**src/rtl/alu_pkg.sv**
```systemverilog
// Shared definitions for the ALU and the request arbiter around it.
package alu_pkg;

  localparam int unsigned ALU_W = 32;

  localparam logic [4:0] OP_ADD = 5'd0;
  localparam logic [4:0] OP_SUB = 5'd1;
  localparam logic [4:0] OP_AND = 5'd2;
  localparam logic [4:0] OP_OR  = 5'd3;
  localparam logic [4:0] OP_XOR = 5'd4;
  localparam logic [4:0] OP_SLL = 5'd5;
  localparam logic [4:0] OP_SRL = 5'd6;
  localparam logic [4:0] OP_MAX = 5'd6;

  typedef enum logic [1:0] {
    StIdle = 2'd0,
    StExec = 2'd1,
    StResp = 2'd2
  } arb_state_e;

  // Opcodes above the last defined one are rejected rather than executed.
  function automatic logic op_illegal(input logic [4:0] op);
    return op > OP_MAX;
  endfunction

endpackage

```
**src/rtl/alu.sv**
```systemverilog
// Combinational ALU: operands A/B, 5-bit control, result Y.
module alu
  import alu_pkg::*;
#(
  parameter int unsigned W = ALU_W
) (
  input  logic [W-1:0] i_a,
  input  logic [W-1:0] i_b,
  input  logic [4:0]   i_ctrl,
  output logic [W-1:0] o_y
);

  // Decode the control word into one of the seven operations.
  always_comb begin
    o_y = '0;
    unique case (i_ctrl)
      OP_ADD:  o_y = i_a + i_b;
      OP_SUB:  o_y = i_a - i_b;
      OP_AND:  o_y = i_a & i_b;
      OP_OR:   o_y = i_a | i_b;
      OP_XOR:  o_y = i_a ^ i_b;
      OP_SLL:  o_y = i_a << i_b[4:0];
      OP_SRL:  o_y = i_a >> i_b[4:0];
      default: o_y = '0;
    endcase
  end

endmodule

```
**src/rtl/rr_arbiter.sv**
```systemverilog
// Round-robin priority search: first valid index at or above the pointer, with wrap.
module rr_arbiter #(
  parameter int unsigned NREQ = 4,
  parameter int unsigned IW   = $clog2(NREQ)
) (
  input  logic [NREQ-1:0] i_valid,
  input  logic [IW-1:0]   i_ptr,
  output logic [NREQ-1:0] o_grant,
  output logic [IW-1:0]   o_idx,
  output logic            o_any
);

  // Walk NREQ positions starting at the pointer; the first valid one wins.
  always_comb begin
    int unsigned j;
    o_grant = '0;
    o_idx   = '0;
    o_any   = 1'b0;
    j       = 0;
    for (int unsigned k = 0; k < NREQ; k++) begin
      j = (int'(i_ptr) + k) % NREQ;
      if (!o_any && i_valid[j]) begin
        o_any      = 1'b1;
        o_grant[j] = 1'b1;
        o_idx      = IW'(j);
      end
    end
  end

endmodule

```
**src/rtl/alu_req_arbiter.sv**
```systemverilog
// Shares one ALU between NREQ requesters: round-robin accept, one-cycle execute,
// registered response tagged with the requester index.
module alu_req_arbiter
  import alu_pkg::*;
#(
  parameter int unsigned NREQ = 4,
  parameter int unsigned W    = ALU_W,
  parameter int unsigned CW   = 16,
  localparam int unsigned IW  = $clog2(NREQ)
) (
  input  logic            clk,
  input  logic            rst_n,
  input  logic [NREQ-1:0] req_valid,
  output logic [NREQ-1:0] req_ready,
  input  logic [NREQ*W-1:0] req_a,
  input  logic [NREQ*W-1:0] req_b,
  input  logic [NREQ*5-1:0] req_op,
  output logic            rsp_valid,
  input  logic            rsp_ready,
  output logic [W-1:0]    rsp_y,
  output logic [IW-1:0]   rsp_id,
  output logic            rsp_err,
  output logic            busy,
  output logic [CW-1:0]   ops_done
);

  arb_state_e    r_state;
  logic [IW-1:0] r_ptr;
  logic [W-1:0]  r_a;
  logic [W-1:0]  r_b;
  logic [4:0]    r_op;
  logic [IW-1:0] r_gid;
  logic          r_rsp_valid;
  logic [W-1:0]  r_rsp_y;
  logic [IW-1:0] r_rsp_id;
  logic          r_rsp_err;
  logic          r_busy;
  logic [CW-1:0] r_ops_done;

  logic [NREQ-1:0] w_grant;
  logic [IW-1:0]   w_gidx;
  logic            w_any;
  logic [W-1:0]    w_sel_a;
  logic [W-1:0]    w_sel_b;
  logic [4:0]      w_sel_op;
  logic [W-1:0]    w_alu_y;
  logic [IW-1:0]   w_ptr_nxt;

  rr_arbiter #(
    .NREQ (NREQ),
    .IW   (IW)
  ) u_rr_arbiter (
    .i_valid (req_valid),
    .i_ptr   (r_ptr),
    .o_grant (w_grant),
    .o_idx   (w_gidx),
    .o_any   (w_any)
  );

  alu #(
    .W (W)
  ) u_alu (
    .i_a    (r_a),
    .i_b    (r_b),
    .i_ctrl (r_op),
    .o_y    (w_alu_y)
  );

  // Steer the granted requester's operands onto the capture path.
  always_comb begin
    w_sel_a  = '0;
    w_sel_b  = '0;
    w_sel_op = '0;
    for (int unsigned i = 0; i < NREQ; i++) begin
      if (w_grant[i]) begin
        w_sel_a  = req_a[i*W +: W];
        w_sel_b  = req_b[i*W +: W];
        w_sel_op = req_op[i*5 +: 5];
      end
    end
  end

  // Pointer moves just past the winner so every requester gets a turn.
  always_comb begin
    w_ptr_nxt = (w_gidx == IW'(NREQ - 1)) ? '0 : w_gidx + IW'(1);
  end

  // Control FSM with registered response outputs.
  always_ff @(posedge clk or negedge rst_n) begin
    if (!rst_n) begin
      r_state     <= StIdle;
      r_ptr       <= '0;
      r_a         <= '0;
      r_b         <= '0;
      r_op        <= '0;
      r_gid       <= '0;
      r_rsp_valid <= 1'b0;
      r_rsp_y     <= '0;
      r_rsp_id    <= '0;
      r_rsp_err   <= 1'b0;
      r_busy      <= 1'b0;
      r_ops_done  <= '0;
    end else begin
      unique case (r_state)
        StIdle: begin
          if (w_any) begin
            r_a     <= w_sel_a;
            r_b     <= w_sel_b;
            r_op    <= w_sel_op;
            r_gid   <= w_gidx;
            r_ptr   <= w_ptr_nxt;
            r_busy  <= 1'b1;
            r_state <= StExec;
          end
        end
        StExec: begin
          r_rsp_y     <= op_illegal(r_op) ? '0 : w_alu_y;
          r_rsp_id    <= r_gid;
          r_rsp_err   <= op_illegal(r_op);
          r_rsp_valid <= 1'b1;
          r_state     <= StResp;
        end
        StResp: begin
          if (rsp_ready) begin
            r_rsp_valid <= 1'b0;
            r_ops_done  <= r_ops_done + CW'(1);
            r_busy      <= 1'b0;
            r_state     <= StIdle;
          end
        end
        default: begin
          r_rsp_valid <= 1'b0;
          r_busy      <= 1'b0;
          r_state     <= StIdle;
        end
      endcase
    end
  end

  // Accept only in IDLE; held low while reset is asserted.
  always_comb begin
    req_ready = (rst_n && (r_state == StIdle)) ? w_grant : '0;
  end

  assign rsp_valid = r_rsp_valid;
  assign rsp_y     = r_rsp_y;
  assign rsp_id    = r_rsp_id;
  assign rsp_err   = r_rsp_err;
  assign busy      = r_busy;
  assign ops_done  = r_ops_done;

endmodule

```
**config.mk**
```make
export PLATFORM = sky130hd
export DESIGN_NAME = alu_req_arbiter
export DESIGN_NICKNAME = d
export VERILOG_FILES = /design/src/rtl/alu_pkg.sv /design/src/rtl/alu.sv /design/src/rtl/rr_arbiter.sv /design/src/rtl/alu_req_arbiter.sv
export SDC_FILE = /design/constraint.sdc
export NUM_CORES = 1
export LEC_CHECK = 0
export BUFFER_PORTS_ARGS = -buffer_cell sky130_fd_sc_hd__clkbuf_2
export CORE_AREA = 2 2 204 206
export CTS_CLUSTER_DIAMETER = 120
export DETAILED_ROUTE_END_ITERATION = 12
export DIE_AREA = 0 0 206 208
export GPL_ROUTABILITY_DRIVEN = 0
export PLACE_DENSITY = 0.52
export SYNTH_ARGS = -nofsm -noshare
export SYNTH_HDL_FRONTEND = slang
export SYNTH_SLANG_ARGS = --single-unit
export TNS_END_PERCENT = 1
```
**constraint.sdc**
```tcl
create_clock -name clk -period 10.23 [get_ports clk]
set_input_delay 1.023 -clock clk [delete_from_list [all_inputs] [get_ports clk]]
set_output_delay 1.023 -clock clk [all_outputs]
set_load 0.05 [all_outputs]
```
==> flow_summary.ini, run 1 <==
[outcome]
status = complete, no violations

[floorplan]
io_pins = 340
start_util_pct = 34.62
die_w_um = 206
core_area_sq_um = 40550
num_rows = 74
dieArea_sq_um = 42850
die_h_um = 208

[min_path]
hp-class = flop to flop

[clock_network]
cts_tree = done
htree_levels = 4
cts.sink_count = 128
cts_resized = 0
clk_latency_ns = 0.45
cts_root_buffer = clkbuf_16
numCtsBuffers = 17
max-clock-path-buffers = 2
path_clk_slew_ns = 0.06
cts_hold_buf = 0
postCtsSetupRepairBufs = 0

[critical_path]
path_delay_family = buffers and inverters
timing_worst_setup_path_type = flop to output pin
crit_buf_inv = 3
arrival_ns = 4.30
crit_chain = inv_1 > ha_1 > mux4_2 > nor3_2 > and2_4 > a221o_2 > buf_4 > nor2b_1 > clkbuf_2
critPathSlowestCell = mux4_2
crit_path_end_kind = output pin
rrSetupSlack_ns = 5.23
crit_required_ns = 9.21
start_kind = flop
max_stage_delay_ns = 0.65
cp_max_fo = 61

[sta]
min_period_over_period_pct = 52.01
slew_headroom_pct = 28.02
period_needed_ns = 5.320
fmax_mhz = 188.0
tns_ns = 0
finClkSkew_ns = 0.01686
rsz0062_at_grt = no
finalHoldViolCount = 0
slew_violations = 0
setup_viol = 0
tightest_slew_ns = 1.077

[finish]
final-instance-count-excl-fill = 2532
final_common_cell = clkbuf_2
final_util_pct = 41.19
area_growth_pct = 19.00
drive_gt1_share_pct = 24.10
final_cell_mix = clkbuf_2 (338), nand2_1 (177), nor2_1 (130)
nNetsFinal = 2371
fin_area_sq_um = 16710

[synth]
seq_area_frac_synth_pct = 22.82
synth_area_per_cell_sq_um = 8.063
synth_ff_type = dfrtp_1
synthDistinctLibCells = 65
yosysWarningCount = 0
ys_seq_elements = 128
netlist_area_sq_um = 14040
async_reset_ff_share_pct = 100.0
synth_cells = 1741
syn-num-nets = 2129
synth_edf_count = 0

[route]
routed_via_density = 6.034
ant_nets = 0
drc = 0
first_iter_violations = 1447
wl_per_cell_um = 24.40
vias = 15280
firstDrtPassIters = 6
wl_um = 61780

[global_routing]
antenna_found_initial = 4
grt_pass1_vias = 14640
grt_pass1_wl_um = 93020
grt_usage_pct = 28.62
grt-ovfl-total = 0
grt_max_degree = 87

[pwr]
power.total_mw = 7.117
vdd_drop_max_uv = 198.7
leakage_nw = 7.461
power_density_nw_per_um2 = 426.0

[placed_design]
placed_area_sq_um = 16060
numPortBuffers = 339
place_hpwl_um = 48600
dp_cells = 2496

[flow_run]
maxCapViolCount = 0
## power breakdown
part	switching (mW)	internal [mW]	total (mW)	leakage, nW
clock	0.265	0.412	0.677	0.307
combinational	3.35	1.96	5.30	5.50
sequential	0.431	0.705	1.14	1.66
## synthesized netlist by cell type, drive strengths merged, types with 15 or more instances
cell    instances  area share, %
nand3          96            3.4
buf            41            1.5
clkbuf        106            2.8
a21oi          89            3.2
a221o          77            5.5
a221oi         23            1.5
mux4           45            7.2
o22ai          18           0.80
dfrtp         128             23
nor2          132            3.6
a22oi          32            1.7
xnor2          54            3.4
xor2           15           0.94
ha            104            9.3
nor3           18           0.68
nand2         178            4.8
inv            78            2.1
o21ai         185            6.6
mux2i          43            3.1
nand2b         23            1.0
o211ai         84            4.5
and3           15           0.67
## worst register-to-register path: cells and delay by family (launching register included)
family | cells | cell delay (ns)
simple gates | 8 | 2.51
compound gates | 4 | 1.19
flops | 1 | 0.38
buf+inv | 1 | 0.33
fa+ha+maj | 1 | 0.32
xor+xnor | 1 | 0.14
## worst paths after layout
check	end	cells past startpoint	start
max	req_ready[1]	9	r_ptr[0]
max in group asynchronous	r_b[2]	3	rst_n
min reg2reg	rsp_id[1]	2	r_gid[1]
max reg2reg	rsp_y[30]	15	r_b[3]
min	rsp_id[1]	2	r_gid[1]
min in group asynchronous	rsp_y[19]	1	rst_n
## final cells by class
cell class / instances / area [sq um]
clock buffer: 18 / 429.2
antenna: 4 / 10.01
multi-input combinational: 1387 / 9956
sequential: 128 / 3208
inverter: 79 / 296.5
timing repair buffer: 370 / 1936
tap: 532 / 665.6
fill: 4317 / 23850
clock inverter: 14 / 205.2
## per-layer routing
metal	vias up	GRT usage, %	wire length, um
met1	7373	38.34	25910
met5	-	0	0
met3	100	5.420	5030
met2	763	46.04	28920
met4	0	9.655	1919
li1	7041	-	-
## cells by family (layout without fill, tap and decap cells)
family | after synthesis | after routing | share of synthesized area (%)
adders and majority gates | 105 | 105 | 9.412
xor gates and xnor gates | 69 | 69 | 4.305
other | 0 | 4 | 0
muxes | 101 | 101 | 11.33
and+or+nand+nor | 504 | 504 | 16.15
AOI/OAI and AO/OA | 608 | 608 | 29.53
buffers and inverters | 226 | 481 | 6.462
DFF | 128 | 128 | 22.82
## state kept, by name, indices dropped and copies added, names as in the netlist
register and count:
r_b 32, r_op 5, r_a 32, r_state 2
rsp_valid 1, r_ptr 2, busy 1, rsp_y 32
r_gid 2, ops_done 16, rsp_err 1, rsp_id 2
## metrics by stage
step / hold slack, ns / setup slack [ns]
2_1_floorplan: 0.4348 / 5.862
4_1_cts: 0.4720 / 4.910
3_3_place_gp: 0.4498 / 5.483
3_5_place_dp: 0.4563 / 5.407
6_report: 0.4744 / 4.910
5_1_grt: 0.5037 / 4.612
Power figures use the tool's default switching activity.
==> run 2, diff against run 1 <==
- PLACE_DENSITY: 0.52 -> 0.54
- clock period: 10.23 -> 4.7 ns (I/O delays scaled with it)
==> flow_summary.ini, run 2 (synthesized netlist as in run 1, its figures left out) <==
[global_routing]
grt-ovfl-total = 0
grt_usage_pct = 28.69
antenna_found_initial = 0
grt_pass1_vias = 14950
grt_pass1_wl_um = 93720
grt_max_degree = 76

[flow_run]
maxCapViolCount = 0

[floorplan]
num_rows = 74
core_area_sq_um = 40550
dieArea_sq_um = 42850
die_h_um = 208
start_util_pct = 34.62
die_w_um = 206
io_pins = 340

[critical_path]
crit_chain = nor2_1 > nand3_1 > or4_1 > nor3_1 > and2_1 > nand2_1 > o41ai_1 > xnor2_1 > ha_1 > a21o_1 > a211o_1 > a21oi_1 > nor2_1 > and3_1 > a21oi_2 > nand2b_1 > mux2i_1 > a211o_1
crit_path_end_kind = flop
start_kind = flop
cp_max_fo = 5
path_delay_family = simple AND/OR/NAND/NOR gates
timing_worst_setup_path_type = flop to flop
ff2ff_path_depth = 18
critPathSlowestCell = or4_1
crit_buf_inv = 0
max_stage_delay_ns = 0.53
path_depth = 18
arrival_ns = 4.66
crit_required_ns = 5.03

[clock_network]
cts_tree = done
cts.sink_count = 128
postCtsSetupRepairBufs = 0
htree_levels = 4
numCtsBuffers = 17
max-clock-path-buffers = 2
clk_latency_ns = 0.45
path_clk_slew_ns = 0.06
cts_root_buffer = clkbuf_16

[route]
first_iter_violations = 1600
wl_um = 62100
ant_nets = 0
firstDrtPassIters = 6
wl_per_cell_um = 24.23
vias = 15460
routed_via_density = 6.032
drc = 0

[placed_design]
numPortBuffers = 339
placed_area_sq_um = 16330
place_hpwl_um = 48800
dp_cells = 2530

[finish]
final_util_pct = 41.76
fin_area_sq_um = 16930
final_cell_mix = clkbuf_2 (338), nand2_1 (177), nor2_1 (130)
drive_gt1_share_pct = 25.47
area_growth_pct = 20.62
nNetsFinal = 2406
final_common_cell = clkbuf_2
final-instance-count-excl-fill = 2563

[pwr]
power_density_nw_per_um2 = 922.8
vdd_drop_max_uv = 414.7
leakage_nw = 7.613
power.total_mw = 15.63

[sta]
tns_ns = 0
period_needed_ns = 4.326
slew_violations = 0
setup_viol = 0
tightest_slew_ns = 1.187
slew_headroom_pct = 20.67
min_period_over_period_pct = 92.05
finalHoldViolCount = 0
rsz0062_at_grt = no
fmax_mhz = 231.1
finClkSkew_ns = 0.01007

[min_path]
hold_path_depth = 3
hp-class = input pin to flop

[outcome]
status = complete, no violations
run 2: what timing repair did:
| action | 4_1_cts | 5_1_grt |
|---|---|---|
| resized for setup | 0 | 2 |
| endpoints found under the setup margin | 0 | 2 |
| hold buffers | 1 | 0 |
| endpoints found under the hold margin | 27 | 0 |
run 2: stage by stage:
| stage | setup WS (ns) | hold WS (ns) |
|---|---|---|
| 6_report | 0.3736 | 0.2767 |
| 2_1_floorplan | 0.3477 | 0.1744 |
| 3_3_place_gp | 0.4557 | 0.3975 |
| 4_1_cts | 0.4004 | 0.2583 |
| 3_5_place_dp | 0.4229 | 0.4018 |
| 5_1_grt | 0.06687 | 0.2630 |
run 2: final timing paths:
| kind | start | to | slack [ns] |
|---|---|---|---|
| min in group asynchronous | rst_n | r_a[4] | 0.51 |
| hold / removal | req_b[120] | r_b[24] | 0.28 |
| setup / recovery | r_b[2] | rsp_y[27] | 0.37 |
| hold reg to reg | ops_done[15] | ops_done[15] | 0.47 |
| setup reg to reg | r_b[2] | rsp_y[27] | 0.37 |
| max in group asynchronous | rst_n | r_b[1] | 3.12 |
run 2: worst min-delay path, stage by stage:
cell	delay (ns)
clkbuf_2	0.07
nand3_1	0.05
o211ai_1	0.08
run 2: layout make-up:
class | count | area, sq um
clock inverters | 14 | 157.7
well taps | 532 | 665.6
fillers | 4216 | 23620
clock buffers | 17 | 425.4
inverters | 79 | 296.5
diodes | 1 | 2.502
multi-input cells | 1387 | 9965
repair buffers | 405 | 2213
flip-flops and latches | 128 | 3208
run 2: power breakdown:
part           total [mW]  internal, mW  leakage [nW]  switching (mW)
clock network        1.36         0.786         0.282           0.573
registers            2.30          1.54          1.66           0.762
logic                12.0          4.45          5.67            7.52
total                15.6          6.77          7.61            8.86
run 2: per-layer routing:
layer | global-route usage, % | vias to the layer above | wire [um]
li1 | - | 7104 | -
met1 | 38.80 | 7468 | 26480
met2 | 45.75 | 763 | 28630
met3 | 5.482 | 125 | 4850
met4 | 9.557 | 0 | 2137
met5 | 0 | - | 0
==> run 3, diff against run 2 <==
- ABC_AREA: not set -> 1
- CORE_AREA: 2 2 204 206 -> 2 2 217 219
- DIE_AREA: 0 0 206 208 -> 0 0 219 221
- PLACE_DENSITY: 0.54 -> 0.53
==> flow_summary.ini, run 3 <==
[route]
wl_um = 66670
vias = 19390
drc = 0
routed_via_density = 5.230
ant_nets = 0
wl_per_cell_um = 17.98
first_iter_violations = 2082
firstDrtPassIters = 8

[critical_path]
arrival_ns = 4.24
crit_chain = inv_1 > nand3_1 > nor2_1 > inv_1 > o21ai_0 > o21ai_0 > xor2_1 > ha_1 > nand2_1 > inv_1 > nand2_1 > nor3_1 > nand4_1 > nand3_1 > nand2_1 > nand3_1 > nand2_1 > nand2_1 > nand2_1
path_common_cell = nand2_1
crit_required_ns = 5.06
cp_max_fo = 5
timing_worst_setup_path_type = flop to flop
critPathSlowestCell = dfrtp_2
start_kind = flop
max_stage_delay_ns = 0.40
crit_path_end_kind = flop

[synth]
synth_edf_count = 0
syn-num-nets = 3220
synthDistinctLibCells = 46
ys_seq_elements = 128
synth_ff_type = dfrtp_1
synth_cells = 2832
seq_area_frac_synth_pct = 20.11
synth_top_cell_area_share_pct = 27.33
synth.largest_area_cell = nand2_1
async_reset_ff_share_pct = 100.0
synth_most_common_cell = nand2_1
synthTopCellsByArea = nand2_1 (27%), dfrtp_1 (20%), a21oi_1 (9.3%)
netlist_area_sq_um = 15930
synth_area_per_cell_sq_um = 5.625
synth_common_cells = nand2_1 (1,160), inv_1 (321), a21oi_1 (295), nand3_1 (268), dfrtp_1 (128)
yosysWarningCount = 0

[global_routing]
grt_max_degree = 70
grt_usage_pct = 27.71
grt_pass1_wl_um = 105000
use_met3_pct = 4.948
antenna_found_initial = 0
grt_pass1_vias = 18630
busiest_layer = met2
use_met2_pct = 42.68
use_met1_pct = 37.38
grt-ovfl-total = 0

[sta]
tns_ns = 0
finClkSkew_ns = 0.02524
setup_viol = 0
finalHoldViolCount = 0
min_period_over_period_pct = 82.63
slew_violations = 0
tightest_slew_ns = 1.086
rsz0062_at_grt = no
fmax_mhz = 257.5
period_needed_ns = 3.884
slew_headroom_pct = 27.51

[clock_network]
htree_levels = 4
path_clk_slew_ns = 0.07
postCtsSetupRepairBufs = 0
max-clock-path-buffers = 2
clk_latency_ns = 0.47
cts_tree = done
cts_resized = 0
cts_root_buffer = clkbuf_16
numCtsBuffers = 17
cts.sink_count = 128

[finish]
final_util_pct = 40.65
area_growth_pct = 17.55
nNetsFinal = 3475
final_cell_mix = nand2_1 (1,160), clkbuf_2 (338), inv_1 (321)
drive_gt1_share_pct = 14.10
fin_area_sq_um = 18730
final_common_cell = nand2_1
antenna_cells = 0

[floorplan]
dieArea_sq_um = 48400
num_rows = 79
start_util_pct = 34.58
die_h_um = 221
core_area_sq_um = 46060
die_w_um = 219
io_pins = 340

[placed_design]
placed_area_sq_um = 18110
numPortBuffers = 339
place_hpwl_um = 53230

[outcome]
status = complete, no violations

[min_path]
hp-class = input pin to flop

[flow_run]
maxCapViolCount = 0
run 3: cells by family after synthesis:
group / after synthesis / synth area share [%]
AO/OA/AOI/OAI: 453 / 15.12
XOR/XNOR: 46 / 2.529
adder cells (fa/ha/maj): 105 / 8.294
buffers and inverters: 469 / 11.67
flip-flops: 128 / 20.11
multiplexers: 3 / 0.1964
AND/OR/NAND/NOR: 1628 / 42.08
run 3: critical path, delay by kind of cell (launching register included):
family | cells | cell delay (ns)
compound gates | 2 | 0.44
buf+inv | 3 | 0.38
flops | 1 | 0.40
fa+ha+maj | 1 | 0.36
xor+xnor | 1 | 0.18
simple gates | 12 | 2.04
run 3: through the flow:
step           instances  hold WS [ns]  worst slack, ns
4_1_cts             3707        0.2992           0.8459
5_1_grt             3707        0.3467           0.4744
2_1_floorplan       2832        0.1744            1.226
6_report            3707        0.3257           0.8164
3_3_place_gp        3674        0.3944           0.8769
3_5_place_dp        3674        0.3962           0.9232
run 3: cell type report:
type                    count  area [sq um]
inverters                 329          1235
multi-input cells        2235         10910
clock buffers              17         425.4
fillers                  5221         27340
repair buffers            376          2008
well taps                 607         759.5
clock inverters            15         183.9
flip-flops and latches    128          3206
run 3: final timing paths:
kind | cells after the start | slack, ns | end | start
worst max-delay path | 19 | 0.82 | rsp_y[17] | r_b[2]
min in group asynchronous | 2 | 0.47 | r_b[4] | rst_n
max in group asynchronous | 3 | 3.18 | r_b[1] | rst_n
worst min-delay path | 5 | 0.33 | r_b[5] | req_b[69]
worst max register to register | 19 | 0.82 | rsp_y[17] | r_b[2]
worst min register to register | 1 | 0.48 | ops_done[15] | ops_done[15]
run 3: what timing repair did:
action                                  4_1_cts  5_1_grt
endpoints found under the hold margin        26        0
hold buffers                                  1        0
endpoints found under the setup margin        0        0
run 3: layer usage:
| metal | part of all wire (%) | wire length (um) |
|---|---|---|
| met1 | 44 | 29560 |
| met4 | 4.9 | 3298 |
| met3 | 7.3 | 4856 |
| met2 | 43 | 28960 |
| met5 | 0 | 0 |
Power of run 3 is not shown: default switching activity piles up to over one toggle a cycle in this logic, so the estimate is an artifact.
